[src/rtl/seg_scan_ctrl_if.sv]
// Bundle of note-history inputs and multiplexed 4-digit display outputs
// for the segment scan controller.
interface seg_scan_ctrl_if;
  logic       note_valid;
  logic [3:0] note;
  logic       clear;
  logic [7:0] seg;
  logic [3:0] an;
  logic [2:0] occupancy;

  modport master (
    output note_valid, note, clear,
    input  seg, an, occupancy
  );

  modport slave (
    input  note_valid, note, clear,
    output seg, an, occupancy
  );
endinterface

[src/rtl/seg_scan_ctrl.sv]
// Four-deep note history shown on a time-multiplexed active-low 4-digit
// seven-segment display, with anode-off blanking at the start of every slot.
module seg_scan_ctrl #(
  parameter int TICK_DIV  = 50000,
  parameter int BLANK_CYC = 16
) (
  input  logic            clk,
  input  logic            rst,
  seg_scan_ctrl_if.slave  bus
);

  localparam int PW = $clog2(TICK_DIV);
  localparam logic [PW-1:0] PCNT_MAX  = PW'(TICK_DIV - 1);
  localparam logic [PW-1:0] BLANK_LIM = PW'(BLANK_CYC);

  typedef enum logic {
    ST_BLANK = 1'b0,
    ST_DRIVE = 1'b1
  } state_t;

  logic [PW-1:0] pcnt_r;
  logic [PW-1:0] pcnt_nxt_s;
  logic [1:0]    d_r;
  logic [1:0]    d_nxt_s;
  state_t        state_r;
  state_t        state_nxt_s;
  logic [3:0]    code_r [4];
  logic [3:0]    valid_r;
  logic [2:0]    occ_r;
  logic [7:0]    seg_r;
  logic [7:0]    seg_nxt_s;
  logic [3:0]    an_r;
  logic [3:0]    an_nxt_s;

  // Bit order P,G,F,E,D,C,B,A; codes above 7 render blank.
  function automatic logic [7:0] note_decode(input logic [3:0] code);
    logic [7:0] pattern;
    case (code)
      4'd0:    pattern = 8'b11000110;
      4'd1:    pattern = 8'b10000011;
      4'd2:    pattern = 8'b10001000;
      4'd3:    pattern = 8'b10010000;
      4'd4:    pattern = 8'b10001110;
      4'd5:    pattern = 8'b10000110;
      4'd6:    pattern = 8'b10100001;
      4'd7:    pattern = 8'b01000110;
      default: pattern = 8'hFF;
    endcase
    return pattern;
  endfunction

  // Prescaler and digit index next values.
  always_comb begin
    pcnt_nxt_s = pcnt_r + PW'(1);
    d_nxt_s    = d_r;
    if (pcnt_r == PCNT_MAX) begin
      pcnt_nxt_s = '0;
      d_nxt_s    = d_r + 2'd1;
    end else begin
      pcnt_nxt_s = pcnt_r + PW'(1);
    end
  end

  // Prescaler and digit index registers.
  always_ff @(posedge clk or posedge rst) begin
    if (rst) begin
      pcnt_r <= '0;
      d_r    <= 2'd0;
    end else begin
      pcnt_r <= pcnt_nxt_s;
      d_r    <= d_nxt_s;
    end
  end

  // Scan FSM state register.
  always_ff @(posedge clk or posedge rst) begin
    if (rst) begin
      state_r <= ST_BLANK;
    end else begin
      state_r <= state_nxt_s;
    end
  end

  // State tracks the prescaler so it always matches pcnt_r after each edge.
  always_comb begin
    state_nxt_s = ST_BLANK;
    case (state_r)
      ST_BLANK: begin
        if (pcnt_nxt_s >= BLANK_LIM) state_nxt_s = ST_DRIVE;
        else                         state_nxt_s = ST_BLANK;
      end
      ST_DRIVE: begin
        if (pcnt_nxt_s < BLANK_LIM) state_nxt_s = ST_BLANK;
        else                        state_nxt_s = ST_DRIVE;
      end
      default: state_nxt_s = ST_BLANK;
    endcase
  end

  // Output decode from current state, digit and buffer contents.
  always_comb begin
    an_nxt_s  = 4'b1111;
    seg_nxt_s = 8'hFF;
    case (state_r)
      ST_BLANK: begin
        an_nxt_s  = 4'b1111;
        seg_nxt_s = 8'hFF;
      end
      ST_DRIVE: begin
        an_nxt_s = ~(4'b0001 << d_r);
        if (valid_r[d_r]) seg_nxt_s = note_decode(code_r[d_r]);
        else              seg_nxt_s = 8'hFF;
      end
      default: begin
        an_nxt_s  = 4'b1111;
        seg_nxt_s = 8'hFF;
      end
    endcase
  end

  // Registered display outputs.
  always_ff @(posedge clk or posedge rst) begin
    if (rst) begin
      seg_r <= 8'hFF;
      an_r  <= 4'b1111;
    end else begin
      seg_r <= seg_nxt_s;
      an_r  <= an_nxt_s;
    end
  end

  // History buffer: clear wins over a coincident push.
  always_ff @(posedge clk or posedge rst) begin
    if (rst) begin
      for (int i = 0; i < 4; i++) code_r[i] <= 4'd0;
      valid_r <= 4'b0000;
      occ_r   <= 3'd0;
    end else if (bus.clear) begin
      valid_r <= 4'b0000;
      occ_r   <= 3'd0;
    end else if (bus.note_valid) begin
      code_r[3] <= code_r[2];
      code_r[2] <= code_r[1];
      code_r[1] <= code_r[0];
      code_r[0] <= bus.note;
      valid_r   <= {valid_r[2:0], 1'b1};
      occ_r     <= (occ_r == 3'd4) ? 3'd4 : occ_r + 3'd1;
    end else begin
      valid_r <= valid_r;
      occ_r   <= occ_r;
    end
  end

  assign bus.seg       = seg_r;
  assign bus.an        = an_r;
  assign bus.occupancy = occ_r;

endmodule

[src/flat_wrapper.sv]
// flat-port wrapper written by rule: the top's interface ports become plain ports
module seg_scan_ctrl_flat 
#(
  parameter int TICK_DIV  = 50000,
  parameter int BLANK_CYC = 16
)
  (clk, rst, bus_note_valid, bus_note, bus_clear, bus_seg, bus_an, bus_occupancy);
  seg_scan_ctrl_if bus_i ();
  input  logic clk;
  input  logic rst;
  input wire logic [$bits(bus_i.note_valid)-1:0] bus_note_valid;
  input wire logic [$bits(bus_i.note)-1:0] bus_note;
  input wire logic [$bits(bus_i.clear)-1:0] bus_clear;
  output wire logic [$bits(bus_i.seg)-1:0] bus_seg;
  output wire logic [$bits(bus_i.an)-1:0] bus_an;
  output wire logic [$bits(bus_i.occupancy)-1:0] bus_occupancy;
  assign bus_i.note_valid = bus_note_valid;
  assign bus_i.note = bus_note;
  assign bus_i.clear = bus_clear;
  assign bus_seg = bus_i.seg;
  assign bus_an = bus_i.an;
  assign bus_occupancy = bus_i.occupancy;
  seg_scan_ctrl #(.TICK_DIV(TICK_DIV), .BLANK_CYC(BLANK_CYC)) u_core (.clk(clk), .rst(rst), .bus(bus_i));
endmodule
[config.mk]
export PLATFORM = sky130hd
export DESIGN_NAME = seg_scan_ctrl_flat
export DESIGN_NICKNAME = d
export VERILOG_FILES = /design/src/rtl/seg_scan_ctrl_if.sv /design/src/rtl/seg_scan_ctrl.sv /design/src/flat_wrapper.sv
export SDC_FILE = /design/constraint.sdc
export NUM_CORES = 1
export LEC_CHECK = 0
export CAP_MARGIN = 20
export CELL_PAD_IN_SITES_DETAIL_PLACEMENT = 0
export CELL_PAD_IN_SITES_GLOBAL_PLACEMENT = 1
export CORE_ASPECT_RATIO = 1.25
export CORE_MARGIN = 2
export CORE_UTILIZATION = 25
export DETAILED_ROUTE_END_ITERATION = 10
export PLACE_DENSITY = 0.59
export RECOVER_POWER = 100
export SLEW_MARGIN = 0
export SYNTH_ARGS = -nofsm -noshare
export SYNTH_HDL_FRONTEND = slang
export SYNTH_SLANG_ARGS = --single-unit
[constraint.sdc]
create_clock -name clk -period 1.9 [get_ports clk]
set_input_delay 0.285 -clock clk [delete_from_list [all_inputs] [get_ports clk]]
set_output_delay 0.285 -clock clk [all_outputs]
set_load 0.03 [all_outputs]
# Word level (Yosys, flattened, before mapping)
# Memories as Yosys holds them, arrays and structs flattened.
# Index checks and enable logic that the tools add are counted.
# Widths: inputs -> output; s select.
# word_totals
ff_bits,54
mem_bits_ro,64
input_bits,8
output_inout_bits,15
n_memories,1
# memory_table
memory,depth,word_bits,rd,rd_ports_with_merged_regs,write_ports,line,source
(no name shown),8,8,1,0,0,seg_scan_ctrl.sv:38,case (code)
# classes
add_sub_neg,3
order_cmp,4
n_eq_ne,2
n_shift,1
mux,18
bitwise_logic,4
n_reduce_logical,2
# ops
cell,count
$add 16x1->16 const B,1
$eq 16x16->1 const B,1
$ge 16x5->1 const B,1
$lt 16x5->1 const B,1
$mux 16,1
$mux 4,4
$mux 8,2
$pmux 8 s2,1
$mux 3,3
$bmux 4 s2,1
$pmux 4 s2,1
$not 4->4,1
$shl 1x2->4 const A,1
$add 3x1->3 const B,1
$eq 3x3->1 const B,1
$ge 3x3->1 const B,1
$lt 2x3->1 const B,1
$mux 1,3
$not 2->3,1
$add 2x1->2 const B,1
$bmux 1 s2,1
$not 1->1,2
$pmux 1 s2,1
$reduce_and 2->1,1
$reduce_bool 2->1,1

# Longest topological paths before layout
# An unclocked memory read counts as a cell.
# logic_depth
word_depth,8
ltp_mapped,7

# Worst setup path before layout
# OpenSTA, ideal clock, no wires.
# synth_path
path_type,flip-flop to flip-flop
startpoint,register u_core.pcnt_r[0]
endpoint,register u_core.state_r
setup_ns,0.138
t_arrival_ns,1.662
setup_slack_ns,0.100
path_stages_with_launch,7
n_path_buf,0
synth_period_minus_slack_ns,1.800
cell_sequence,dfrtp_1 -> ha_1 -> nand3_4 -> or4_1 -> a211oi_1 -> a21o_1 -> o2111ai_2
# synth_between
elab_chain_cells,5
elab_cells_between_ends,8
# synth_rtl
element,line,source
from (decl),seg_scan_ctrl.sv:21,logic [PW-1:0] pcnt_r;
from (signal assigned),seg_scan_ctrl.sv:70,pcnt_r <= pcnt_nxt_s;
$add 16x1->16 / $eq 16x16->1 (equally long branches),"seg_scan_ctrl.sv:60, seg_scan_ctrl.sv:56",
$mux 16 *,seg_scan_ctrl.sv:56,if (pcnt_r == PCNT_MAX) begin
$lt 16x5->1 / $ge 16x5->1 (equally long branches),"seg_scan_ctrl.sv:93, seg_scan_ctrl.sv:89",
"$mux 1, on equally long branches","seg_scan_ctrl.sv:93, seg_scan_ctrl.sv:89",
$pmux 1 s2 *,seg_scan_ctrl.sv:87,case (state_r)
via u_core.state_nxt_s,seg_scan_ctrl.sv:26,state_t state_nxt_s;
to (signal assigned),seg_scan_ctrl.sv:80,state_r <= state_nxt_s;
to (decl),seg_scan_ctrl.sv:25,state_t state_r;
# The timed path passes the listed nets; every way through them passes the cells marked *.
# A chain may end at the register's enable or synchronous reset.

# Final worst setup path
# layout_path
startpoint,register u_core.an_r[0] (netlist: u_core.bus.an[0])
endpoint,output bus_an[0]
# layout_rtl
element,line,source
from (decl),seg_scan_ctrl.sv:32,logic [3:0] an_r;
from (signal assigned),seg_scan_ctrl.sv:128,an_r <= an_nxt_s;
to (decl),flat_wrapper.sv:15,output wire logic [$bits(bus_i.an)-1:0] bus_an;
# No word-level cell between the ends.

==> run_results.csv <==
group,metric,value,unit
outcome,status,"complete, no violations",
synth,yosysTopAreaCell,"sky130_fd_sc_hd__dfrtp_1",
synth,synthTopCellsByArea,"sky130_fd_sc_hd__dfrtp_1 41%, sky130_fd_sc_hd__dfstp_2 12%, sky130_fd_sc_hd__mux2_2 7.5%, sky130_fd_sc_hd__ha_1 3.4%, sky130_fd_sc_hd__nor2_1 2.8%",
clocking,clock_latency,290,ps
clocking,htree_num_levels,2,
drt,remaining_drc_errors,0,
worst_setup_path,worst_path_dominant_cell_family,"buffers and inverters",
worst_setup_path,crit_chain,"dlygate4sd3_1",
place,gp_routability_congestion,0.809,
worst_setup_path,timing.critical_path.arrival,1540,ps
drt,viasPerCell,4.37,
clocking,cts.sink_count,54,
clocking,tritoncts.num_buffers,5,
synth,fraction_of_synthesized_cell_area_in_xor_and_xnor_cells,0.0517,
clocking,tritoncts,"yes",
synth,seq_area_frac_synth,0.538,
sta,finalMaxSlewViolations,0,
die,chipWidth,94.2,microns
synth,synth_cells,216,
pwr,total_power_density_per_cell_area,836,nW/um^2
synth,post-synth-top-count-cell,"sky130_fd_sc_hd__dfrtp_1",
worst_setup_path,critical_path.max_fanout,1,
finish,post-route-cell-area,3190,sq um
worst_setup_path,required,1620,ps
drt,routed_wire_length_per_instance,12.2,microns
drt,drt-met1-wl,2110,microns
sta,rsz0062_at_grt,"no",
die,placementRows,41,
finish,final_nets,269,
clocking,ctsRootBufferMaster,"sky130_fd_sc_hd__clkbuf_16",
synth,synth-edff-count,0,
die,core_region_area,10000,sq um
place,io_buffers,22,
drt,drt_iter0_markers,55,
synth,synth.top_cells.by_count,"42 x sky130_fd_sc_hd__dfrtp_1, 19 x sky130_fd_sc_hd__nor2_1, 18 x sky130_fd_sc_hd__nand2_1",
die,num_io_pins,23,
synth,share_of_the_synthesized_area_in_compound_gates_ao_oa_aoi_oai,0.0616,
worst_hold_path,hold_path_class,"in -> async",
pwr,power_leakage,0.00137,uW
sta,timing.fmax,0.547,GHz
synth,synth.net_count,231,
worst_setup_path,timing.critical_path.buf_inv,1,
synth,ys_seq_elements,54,
synth,synthesis_warning_total,0,
drt,wl_met3,165,microns
worst_setup_path,cp-end-kind,"output pin",
drt,wl_met2,2350,microns
synth,async_reset_ff_frac,1.00,
sta,tns,0,ps
synth,synthDominantCellAreaShare,0.414,
synth,netlist-cell-type-count,43,
grt,grt_first_pass_wirelength,8280,microns
finish,antenna_cells_inserted,0,
finish,finish.cell_count_without_fillers,384,
place,place_inst,369,
synth,syn_area_per_cell,11.8,sq um
drt,route.top_layer_used,"met4",
drt,dr.pass1.iters,5,
die,initial_util,0.254,
job,max_cap_viol_count,0,
sta,worst_clock_skew,5.75,ps
drt,ant_nets,0,
sta,final-hold-violation-count,0,
worst_setup_path,worst_setup_path_start_kind,"flop",
sta,fin_hold_ws,493,ps
sta,timing.final.setup_violations,0,
clocking,clk_path_buf_depth,2,
worst_setup_path,regToRegSetupSlack,110,ps
synth,area_fraction_in_and_or_nand_and_nor_cells_after_synthesis,0.154,
sta,relSlewSlack,0.629,
drt,vias,1677,
finish,fillerInstances,1048,
grt,gr_overflow_total,0,
sta,finalCritPeriodShare,0.962,
die,chipHeight,117,microns
grt,track_usage,0.0944,
synth,synth_top_family_by_area,"simple AND/OR/NAND/NOR gates",
worst_setup_path,criticalPathCategory,"reg -> out",
synth,muxShareOfSynthArea,0.122,
die,die_area,11000,sq um
place,placement.cell_area,2970,sq um
finish,area_growth_from_synthesis_to_layout,25.8,%
sta,tightestPinTransition,556,ps
pwr,worst_ir_drop_vdd,369,uV
sta,clock_period_minus_worst_slack,1830,ps
drt,routed_wirelength,4680,microns
finish,drive_above_1_share,0.275,
grt,vias_in_the_first_global_route,1771,
clocking,path_clk_slew,70,ps
grt,grt_start_max_net_pins,41,
worst_setup_path,slowest_stage,"sky130_fd_sc_hd__dlygate4sd3_1",
place,post-dp-hpwl,3300,microns
grt,antenna_found_initial,0,
worst_setup_path,cp_slowest_stage_delay,740,ps
synth,synth_ff_type,"sky130_fd_sc_hd__dfrtp_1",
synth,synthAdderAreaFrac,0.0345,
synth,cell_area_after_synthesis,2540,sq um
-- per-stage QoR --
stage / utilization / total power, uW / worst slack (ps)
after floorplan: - / 1580 / 100
after global placement: 0.297 / 1680 / 89.5
final: 0.319 / 2670 / 72.6
after global routing: 0.319 / 2820 / 5.76
after CTS: 0.314 / 2730 / 62.1
after detailed placement: 0.297 / 1690 / 75.3
-- report_power, final --
| group | switching, uW | internal, uW |
|---|---|---|
| clock network | 400 | 623 |
| registers | 70.1 | 1280 |
| logic | 144 | 157 |
-- flip-flops by register name, summed over array words and instances, names as in the netlist --
register,count
u_core.bus.an,4
u_core.bus.occupancy,3
u_core.bus.seg,8
u_core.code_r,16
u_core.d_r,2
u_core.pcnt_r,16
u_core.state_r,1
u_core.valid_r,4
-- cells by family (layout without fill, tap and decap cells) --
kind of cell	count (synthesis)	after routing
AO/OA/AOI/OAI	22	22
XOR/XNOR	15	15
adder cells (fa/ha/maj)	7	7
buffers and inverters	20	59
flip-flops	54	54
multiplexers	25	25
AND/OR/NAND/NOR	73	73
-- cell type report --
| type | instances | area [sq um] | area share |
|---|---|---|---|
| Sequential cell | 54 | 1370 | 0.429 |
| Multi-Input combinational cell | 142 | 1100 | 0.343 |
| Timing Repair Buffer | 43 | 372 | 0.116 |
| Tap cell | 129 | 161 | 0.0505 |
| Clock buffer | 6 | 129 | 0.0403 |
| Clock inverter | 2 | 37.5 | 0.0118 |
| Inverter | 8 | 30.0 | 0.00940 |
-- what timing repair did --
action                                  CTS  global route
endpoints found under the setup margin    0             3
gates resized for setup                   0             7
buffers inserted                          0             7
hold buffers                              0             0
-- metal layers --
metal  GRT usage  vias to the layer above
li1            -                      823
met1       0.112                      814
met2       0.166                       36
met3      0.0239                        4
met4      0.0329                        0
met5           0                        -
-- final timing paths --
check | start | end | depth (start not counted)
setup / recovery | u_core.bus.an[0]$_DFF_PP1_ | bus_an[0] | 1
hold / removal | rst | u_core.code_r[13]$_DFFE_PP0P_ | 2
hold reg to reg | u_core.code_r[0]$_DFFE_PP0P_ | u_core.code_r[0]$_DFFE_PP0P_ | 1
min in group clk | u_core.code_r[0]$_DFFE_PP0P_ | u_core.code_r[0]$_DFFE_PP0P_ | 1
max in group asynchronous | rst | u_core.pcnt_r[11]$_DFF_PP0_ | 3
setup reg to reg | u_core.pcnt_r[7]$_DFF_PP0_ | u_core.state_r$_DFF_PP0_ | 5
-- cell usage in the layout (no fill, tap or decap), drive strengths merged, types with 9 or more instances in the layout --
cell type / Yosys / layout
clkbuf: 5 / 10
mux2: 17 / 17
buf: 7 / 17
o21ai: 10 / 10
nand3: 9 / 9
nand2: 18 / 18
dlygate4sd3: 0 / 17
nor2: 19 / 19
dfrtp: 42 / 42
dfstp: 12 / 12
No activity file was read; power rests on OpenSTA's default activity.
